[src/rtl/move_scheduler_if.sv]
`default_nettype none
// ============================================================================
// Module      : move_scheduler_if
// Description : Command handshake between the move scheduler (master) and the
//               game-logic core (slave): valid/ready plus a 3-bit command code.
// Revision    : 1.0 - initial release
// ============================================================================
interface move_scheduler_if;
   logic       cmd_valid;
   logic [2:0] cmd;
   logic       cmd_ready;

   modport master (output cmd_valid, output cmd, input cmd_ready);
   modport slave  (input cmd_valid, input cmd, output cmd_ready);
endinterface
`default_nettype wire

[src/rtl/move_scheduler.sv]
`default_nettype none
// ============================================================================
// Module      : move_scheduler
// Description : Arbitrates one-cycle move requests against a gravity timer and
//               issues one command at a time over a valid/ready handshake.
//               Owns pause/stop, game-over sequencing and the speed level.
//               Optional feature macro: MOVE_SCHED_LEVELUP_EN (level accounting
//               and level-dependent gravity period).
// Revision    : 1.0 - initial release
// ============================================================================
module move_scheduler #(
   parameter int GRAVITY_INIT    = 30_000_000,
   parameter int GRAVITY_MIN     = 3_000_000,
   parameter int SPEEDUP_STEP    = 2_500_000,
   parameter int LINES_PER_LEVEL = 10
) (
   input  wire               clk,
   input  wire               clr,
   input  wire               up,
   input  wire               left,
   input  wire               right,
   input  wire               down,
   input  wire               stop,
   input  wire               game_over,
   input  wire  [2:0]        lines_cleared,
   input  wire               lines_valid,
   move_scheduler_if.master  cmd_if,
   output logic [3:0]        level,
   output logic              paused
);

   typedef enum logic [1:0] {
      S_RUN    = 2'd0,
      S_ISSUE  = 2'd1,
      S_PAUSED = 2'd2,
      S_OVER   = 2'd3
   } state_t;

   localparam logic [2:0]  c_CMD_NONE    = 3'd0;
   localparam logic [2:0]  c_CMD_GRAVITY = 3'd1;
   localparam logic [2:0]  c_CMD_ROTATE  = 3'd2;
   localparam logic [2:0]  c_CMD_LEFT    = 3'd3;
   localparam logic [2:0]  c_CMD_RIGHT   = 3'd4;
   localparam logic [2:0]  c_CMD_SOFT    = 3'd5;
   localparam logic [31:0] c_INIT        = 32'(GRAVITY_INIT);

   state_t      r_state, w_state_nxt;
   logic        r_valid, w_valid_nxt;
   logic [2:0]  r_cmd, w_cmd_nxt;
   logic        r_grav, r_rot, r_hor, r_hdir, r_soft;
   logic [31:0] r_cnt;
   logic [31:0] w_period;
   logic        r_paused;
   logic        w_accept, w_acc_g, w_acc_r, w_acc_h, w_acc_s;
   logic        w_tick, w_expire, w_clear, w_hpulse;
   logic        w_any, w_any_after;
   logic [2:0]  w_pick, w_pick_after;

   // Fixed priority: gravity > rotate > horizontal > soft drop.
   function automatic logic [2:0] f_pick(input logic g, input logic r,
                                         input logic h, input logic hd,
                                         input logic s);
      if (g)      return c_CMD_GRAVITY;
      else if (r) return c_CMD_ROTATE;
      else if (h) return hd ? c_CMD_RIGHT : c_CMD_LEFT;
      else if (s) return c_CMD_SOFT;
      else        return c_CMD_NONE;
   endfunction

   assign w_accept = (r_state == S_ISSUE) && r_valid && cmd_if.cmd_ready;
   assign w_acc_g  = w_accept && (r_cmd == c_CMD_GRAVITY);
   assign w_acc_r  = w_accept && (r_cmd == c_CMD_ROTATE);
   assign w_acc_h  = w_accept && ((r_cmd == c_CMD_LEFT) || (r_cmd == c_CMD_RIGHT));
   assign w_acc_s  = w_accept && (r_cmd == c_CMD_SOFT);

   assign w_any        = r_grav | r_rot | r_hor | r_soft;
   assign w_pick       = f_pick(r_grav, r_rot, r_hor, r_hdir, r_soft);
   // Flags still pending once the command being accepted is removed.
   assign w_any_after  = (r_grav & ~w_acc_g) | (r_rot & ~w_acc_r) |
                         (r_hor & ~w_acc_h) | (r_soft & ~w_acc_s);
   assign w_pick_after = f_pick(r_grav & ~w_acc_g, r_rot & ~w_acc_r,
                                r_hor & ~w_acc_h, r_hdir, r_soft & ~w_acc_s);

   assign w_tick   = (r_state == S_RUN) || (r_state == S_ISSUE);
   assign w_expire = w_tick && (r_cnt == 32'd0);
   // Pulses are discarded while paused/over and on the edge entering either.
   assign w_clear  = (r_state == S_PAUSED) || (r_state == S_OVER) ||
                     (w_state_nxt == S_PAUSED) || (w_state_nxt == S_OVER);
   // Simultaneous left and right cancel out.
   assign w_hpulse = left ^ right;

   // Next-state and registered-command decode.
   always_comb begin
      w_state_nxt = r_state;
      w_valid_nxt = r_valid;
      w_cmd_nxt   = r_cmd;
      if (game_over) begin
         w_state_nxt = S_OVER;
         w_valid_nxt = 1'b0;
         w_cmd_nxt   = c_CMD_NONE;
      end else begin
         case (r_state)
            S_RUN: begin
               if (w_any) begin
                  w_state_nxt = S_ISSUE;
                  w_valid_nxt = 1'b1;
                  w_cmd_nxt   = w_pick;
               end
            end
            S_ISSUE: begin
               if (w_accept) begin
                  if (stop) begin
                     w_state_nxt = S_PAUSED;
                     w_valid_nxt = 1'b0;
                     w_cmd_nxt   = c_CMD_NONE;
                  end else if (w_any_after) begin
                     w_cmd_nxt   = w_pick_after;
                  end else begin
                     w_state_nxt = S_RUN;
                     w_valid_nxt = 1'b0;
                     w_cmd_nxt   = c_CMD_NONE;
                  end
               end
            end
            S_PAUSED: begin
               if (!stop) w_state_nxt = S_RUN;
            end
            default: begin
               w_state_nxt = S_OVER;
               w_valid_nxt = 1'b0;
               w_cmd_nxt   = c_CMD_NONE;
            end
         endcase
      end
   end

   // State and handshake output registers.
   always_ff @(posedge clk or negedge clr) begin
      if (!clr) begin
         r_state <= S_RUN;
         r_valid <= 1'b0;
         r_cmd   <= c_CMD_NONE;
      end else begin
         r_state <= w_state_nxt;
         r_valid <= w_valid_nxt;
         r_cmd   <= w_cmd_nxt;
      end
   end

   // Pending request flags; a pulse coinciding with acceptance re-sets its flag.
   always_ff @(posedge clk or negedge clr) begin
      if (!clr) begin
         r_grav <= 1'b0;
         r_rot  <= 1'b0;
         r_hor  <= 1'b0;
         r_hdir <= 1'b0;
         r_soft <= 1'b0;
      end else if (w_clear) begin
         r_grav <= 1'b0;
         r_rot  <= 1'b0;
         r_hor  <= 1'b0;
         r_soft <= 1'b0;
      end else begin
         r_grav <= (r_grav & ~w_acc_g) | w_expire;
         r_rot  <= (r_rot  & ~w_acc_r) | up;
         r_hor  <= (r_hor  & ~w_acc_h) | w_hpulse;
         r_soft <= (r_soft & ~w_acc_s) | down;
         if (w_hpulse) r_hdir <= right;
      end
   end

   // Gravity down-counter; soft-drop acceptance restarts the interval.
   always_ff @(posedge clk or negedge clr) begin
      if (!clr) begin
         r_cnt <= c_INIT - 32'd1;
      end else if (w_tick) begin
         if (w_expire || w_acc_s) r_cnt <= w_period - 32'd1;
         else                     r_cnt <= r_cnt - 32'd1;
      end
   end

   // Registered pause indicator, one edge behind the state.
   always_ff @(posedge clk or negedge clr) begin
      if (!clr) r_paused <= 1'b0;
      else      r_paused <= (r_state == S_PAUSED);
   end

`ifdef MOVE_SCHED_LEVELUP_EN
   localparam logic [31:0] c_MIN  = 32'(GRAVITY_MIN);
   localparam logic [31:0] c_STEP = 32'(SPEEDUP_STEP);
   localparam logic [7:0]  c_LPL  = 8'(LINES_PER_LEVEL);

   logic [3:0]  r_level;
   logic [7:0]  r_acc;
   logic [7:0]  w_acc_sum;
   logic [31:0] w_dec;

   assign w_acc_sum = r_acc + {5'd0, lines_cleared};

   // Line accumulator with at most one saturating level step per strobe.
   always_ff @(posedge clk or negedge clr) begin
      if (!clr) begin
         r_level <= 4'd0;
         r_acc   <= 8'd0;
      end else if (lines_valid) begin
         if (w_acc_sum >= c_LPL) begin
            r_acc <= w_acc_sum - c_LPL;
            if (r_level != 4'd15) r_level <= r_level + 4'd1;
         end else begin
            r_acc <= w_acc_sum;
         end
      end
   end

   // A reduction that would go below zero or below the floor clamps to it.
   assign w_dec    = {28'd0, r_level} * c_STEP;
   assign w_period = ((w_dec >= c_INIT) || ((c_INIT - w_dec) < c_MIN)) ?
                     c_MIN : (c_INIT - w_dec);
   assign level    = r_level;
`else
   localparam int c_unused_params = GRAVITY_MIN + SPEEDUP_STEP + LINES_PER_LEVEL;
   logic w_unused_lines;
   assign w_unused_lines = ^{lines_cleared, lines_valid};
   assign w_period       = c_INIT;
   assign level          = 4'd0;
`endif

   assign cmd_if.cmd_valid = r_valid;
   assign cmd_if.cmd       = r_cmd;
   assign paused           = r_paused;

endmodule
`default_nettype wire

[src/flat_wrapper.sv]
// flat-port wrapper written by rule: the top's interface ports become plain ports
module move_scheduler_flat 
#(
   parameter int GRAVITY_INIT    = 30_000_000,
   parameter int GRAVITY_MIN     = 3_000_000,
   parameter int SPEEDUP_STEP    = 2_500_000,
   parameter int LINES_PER_LEVEL = 10
)
  (clk, clr, up, left, right, down, stop, game_over, lines_cleared, lines_valid, level, paused, cmd_if_cmd_valid, cmd_if_cmd, cmd_if_cmd_ready);
  move_scheduler_if cmd_if_i ();
  input  wire clk;
  input  wire clr;
  input  wire up;
  input  wire left;
  input  wire right;
  input  wire down;
  input  wire stop;
  input  wire game_over;
  input  wire  [2:0] lines_cleared;
  input  wire lines_valid;
  output logic [3:0] level;
  output logic paused;
  output wire logic [$bits(cmd_if_i.cmd_valid)-1:0] cmd_if_cmd_valid;
  output wire logic [$bits(cmd_if_i.cmd)-1:0] cmd_if_cmd;
  input wire logic [$bits(cmd_if_i.cmd_ready)-1:0] cmd_if_cmd_ready;
  assign cmd_if_cmd_valid = cmd_if_i.cmd_valid;
  assign cmd_if_cmd = cmd_if_i.cmd;
  assign cmd_if_i.cmd_ready = cmd_if_cmd_ready;
  move_scheduler #(.GRAVITY_INIT(GRAVITY_INIT), .GRAVITY_MIN(GRAVITY_MIN), .SPEEDUP_STEP(SPEEDUP_STEP), .LINES_PER_LEVEL(LINES_PER_LEVEL)) u_core (.clk(clk), .clr(clr), .up(up), .left(left), .right(right), .down(down), .stop(stop), .game_over(game_over), .lines_cleared(lines_cleared), .lines_valid(lines_valid), .cmd_if(cmd_if_i), .level(level), .paused(paused));
endmodule
[config.mk]
export PLATFORM = sky130hd
export DESIGN_NAME = move_scheduler_flat
export DESIGN_NICKNAME = d
export VERILOG_FILES = /design/src/rtl/move_scheduler_if.sv /design/src/rtl/move_scheduler.sv /design/src/flat_wrapper.sv
export SDC_FILE = /design/constraint.sdc
export NUM_CORES = 1
export LEC_CHECK = 0
export ABC_AREA = 0
export BUFFER_PORTS_ARGS = -buffer_cell sky130_fd_sc_hd__buf_2
export CAP_MARGIN = 0
export CORE_MARGIN = 3
export CORE_UTILIZATION = 57
export DETAILED_ROUTE_END_ITERATION = 8
export GPL_TIMING_DRIVEN = 1
export PLACE_DENSITY_LB_ADDON = 0.12
export SYNTH_ARGS = -nofsm -noshare
export SYNTH_HDL_FRONTEND = slang
export SYNTH_SLANG_ARGS = --single-unit
[constraint.sdc]
create_clock -name clk -period 2.72 [get_ports clk]
set_clock_uncertainty 0.2 [all_clocks]
set_input_delay 0.272 -clock clk [delete_from_list [all_inputs] [get_ports clk]]
set_output_delay 0.272 -clock clk [all_outputs]
set_load 0.01 [all_outputs]
==> results.md <==
- Yosys warnings: 0
- Vias in the first global route: 1,982
- Final period utilization: 88.3%
- Max Freq: 0.416 GHz
- GR Util met1: 30.0%
- Crit path DAT: 2.39 ns
- Drt pass-1 iters: 4
- Core ar.: 0.00412 sq mm
- Initial antenna violation count: 0
- Fin crit period: 2.40 ns
- GRT busiest layer: met2
- CTS resizes: 0
- Mapped Avg Cell Area: 9.42 sq um
- Initial Util: 61.1%
- Main combinational cell family by area after synthesis: simple AND/OR/NAND/NOR gates
- Die footprint: 0.00525 sq mm
- Die Y: 72.4 um
- Max VDD drop: 321 uV
- Setup violators final: 0
- Most frequent cells in the layout: 36 x nor2_1, 28 x dfrtp_1, 23 x nand2_1
- Post-CTS setup buffers: 0
- Synth async-reset ratio: 100%
- Measured slew at the worst slew-check pin: 0.839 ns
- Synth Area in Simple Gates: 29.5%
- Post-DRT Antenna Nets: 0
- GR Overflow Total: 0
- Number of synthesized flops with an enable pin: 0
- Total Power: 0.00123 W
- Yosys reg bits: 44
- CP Capture Type: register
- Cell Pwr Density: 443 mW/mm^2
- Max Slew Vio Count: 0
- Via density per instance: 5.91
- Routed wire length: 5.05 mm
- Number of top-level pins: 22
- Root Driver: clkbuf_8
- Leak: 0.985 nW
- Commonest non-fill, non-tap cell in the layout: nor2_1
- DP Area: 0.00262 sq mm
- Port bufs: 13
- Iteration-0 DRC Markers: 164
- Post-synthesis mux area share: 1.24%
- Post-synthesis sequential area ratio: 44.6%
- Hold Path Class: in -> reg
- Status: finished clean
- Share of cells above drive strength 1: 20.4%
- Final Core Density: 67.2%
- Inserted Clock Buffers: 5
- Final hold viol count: 0
- Post-Route Setup TNS: 0 ns
- DP Wirelength: 3.42 mm
- WP data required: 2.71 ns
- RePlAce Congestion: 0.917
- GR Util All Layers: 21.3%
- Area delta synth->final: 9.95%
- Pin count of the biggest net entering global routing: 39
- Post-synthesis adder-cell area fraction: 0.498%
- Post-route cell area: 0.00277 sq mm
- CP cell instances: inv_1 > ha_1 > or4b_4 > nor4_4 > and4_4 > a21oi_2 > o21ai_0
- Slowest cell on the critical path: a21oi_2
- CTS tree: built
- Antenna fix cells: 0
- Nets: 302
- Clk buf depth: 2
- Worst skew pair latency: 0.30 ns
- Critical path fanouts, max: 16
- H-tree depth: 2
- GR Util met3: 3.32%
- Row cnt: 23
- Synthesized area: 0.00251 sq mm
- CP max stage delay: 0.58 ns
- Synth cell types: 57
- Clock Pin Slew Worst Setup and Hold Paths: 0.08 ns
- Startpoint Class: register
- Drc violations: 0
- Slew HR: 44.1%
- DIE WIDTH: 72.4 um
- WL per Instance: 14.9 um
- Grt met2 use: 32.6%
- Synth Area in XOR/XNOR: 8.36%
- Clock sinks: 44
- # Max-Cap Violations: 0
- First-pass GRT wire length: 8.89 mm
- Setup CP Type: reg -> reg
- Unrepaired setup endpoints after global routing: false
- Compound-Gate Fraction of Synth Area: 11.2%
- Post-synthesis cell count: 267
- Tightest hold margin: 0.0282 ns
- Vias: 2,004
- Dominant synthesized flop cell: dfrtp_1
-- through the flow --
step                      worst slack (ns)  instances
after global routing                 0.154        339
after detailed placement             0.331        328
after global placement               0.345        328
final                                0.318        339
after floorplan                      0.567        270
after CTS                            0.311        339
-- report_power, final --
part	leakage [nW]	internal [W]	total (W)	switching, W
logic	0.465	0.0000190	0.0000507	0.0000317
clock network	0.0541	0.000272	0.000503	0.000231
registers	0.465	0.000666	0.000673	0.00000678
total	0.985	0.000957	0.00123	0.000269
-- Yosys cell counts, types with 5 or more instances --
cell      instances  share of area (%)
xnor2_1          14                4.9
nand2_1          23                3.4
xor2_1           10                3.5
a21oi_1           8                1.6
nor4_1           13                3.2
inv_1             8                1.2
dfrtp_1          28                 28
or3_1             5                1.2
clkbuf_1          5               0.75
nand3_1          10                2.0
dfstp_2          16                 17
nor2_1           36                5.4
nor3_1           10                2.0
o21ai_0          10                2.0
-- flip-flops by register name, indices dropped and copies added, names as in the netlist --
signal and count:
u_core.r_cnt 32, u_core.cmd_if.cmd 3, u_core.r_state 2, u_core.cmd_if.cmd_valid 1
u_core.paused 1, u_core.r_grav 1, u_core.r_hdir 1, u_core.r_hor 1
u_core.r_rot 1, u_core.r_soft 1
-- kinds of logic after synthesis --
kind of cell,count (synthesis)
other cells,1
flops,44
buf+inv,20
mux,3
compound gates,41
simple gates,133
xor+xnor,24
fa+ha+maj,1
-- metal layers --
metal / vias up / routed length, um / share of wire [%]
met4: 0 / 77 / 1.5
met5: - / 0 / 0
met2: 38 / 2350 / 47
met1: 971 / 2420 / 48
met3: 7 / 193 / 3.8
li1: 988 / - / -
-- worst max-delay path, delay by kind of cell, from the launching register on --
| family | cells | cell delay, ns |
|---|---|---|
| buffers and inverters | 1 | 0.05 |
| flip-flops | 1 | 0.56 |
| AND/OR/NAND/NOR | 3 | 0.45 |
| AO/OA/AOI/OAI | 2 | 0.80 |
| adder cells (fa/ha/maj) | 1 | 0.21 |
-- worst paths after layout --
check,start,endpoint,slack (ns),cells past startpoint
max reg2reg,u_core.r_cnt[0]$_DFFE_PN1N_,u_core.r_cnt[2]$_DFFE_PN1N_,0.32,7
min in group asynchronous,clr,u_core.r_cnt[30]$_DFFE_PN0N_,0.41,2
max,u_core.r_cnt[0]$_DFFE_PN1N_,u_core.r_cnt[2]$_DFFE_PN1N_,0.32,7
min reg2reg,u_core.r_cnt[9]$_DFFE_PN1N_,u_core.r_cnt[9]$_DFFE_PN1N_,0.31,2
min,right,u_core.r_hdir$_DFFE_PN0P_,0.03,3
max in group asynchronous,clr,u_core.r_cnt[8]$_DFFE_PN1N_,1.20,3
-- final cells by class --
class	count	area [sq um]
clock buffers	5	68.8
clock inverters	3	42.5
fillers	351	1350
inverters	8	30.0
multi-input cells	206	1290
flip-flops and latches	44	1120
well taps	50	62.6
repair buffers	23	148
-- repair_timing --
action,in CTS,in global routing
endpoints found under the setup margin,0,0
endpoints found under the hold margin,30,0
hold buffers,3,0
(Power assumes the default switching activity.)
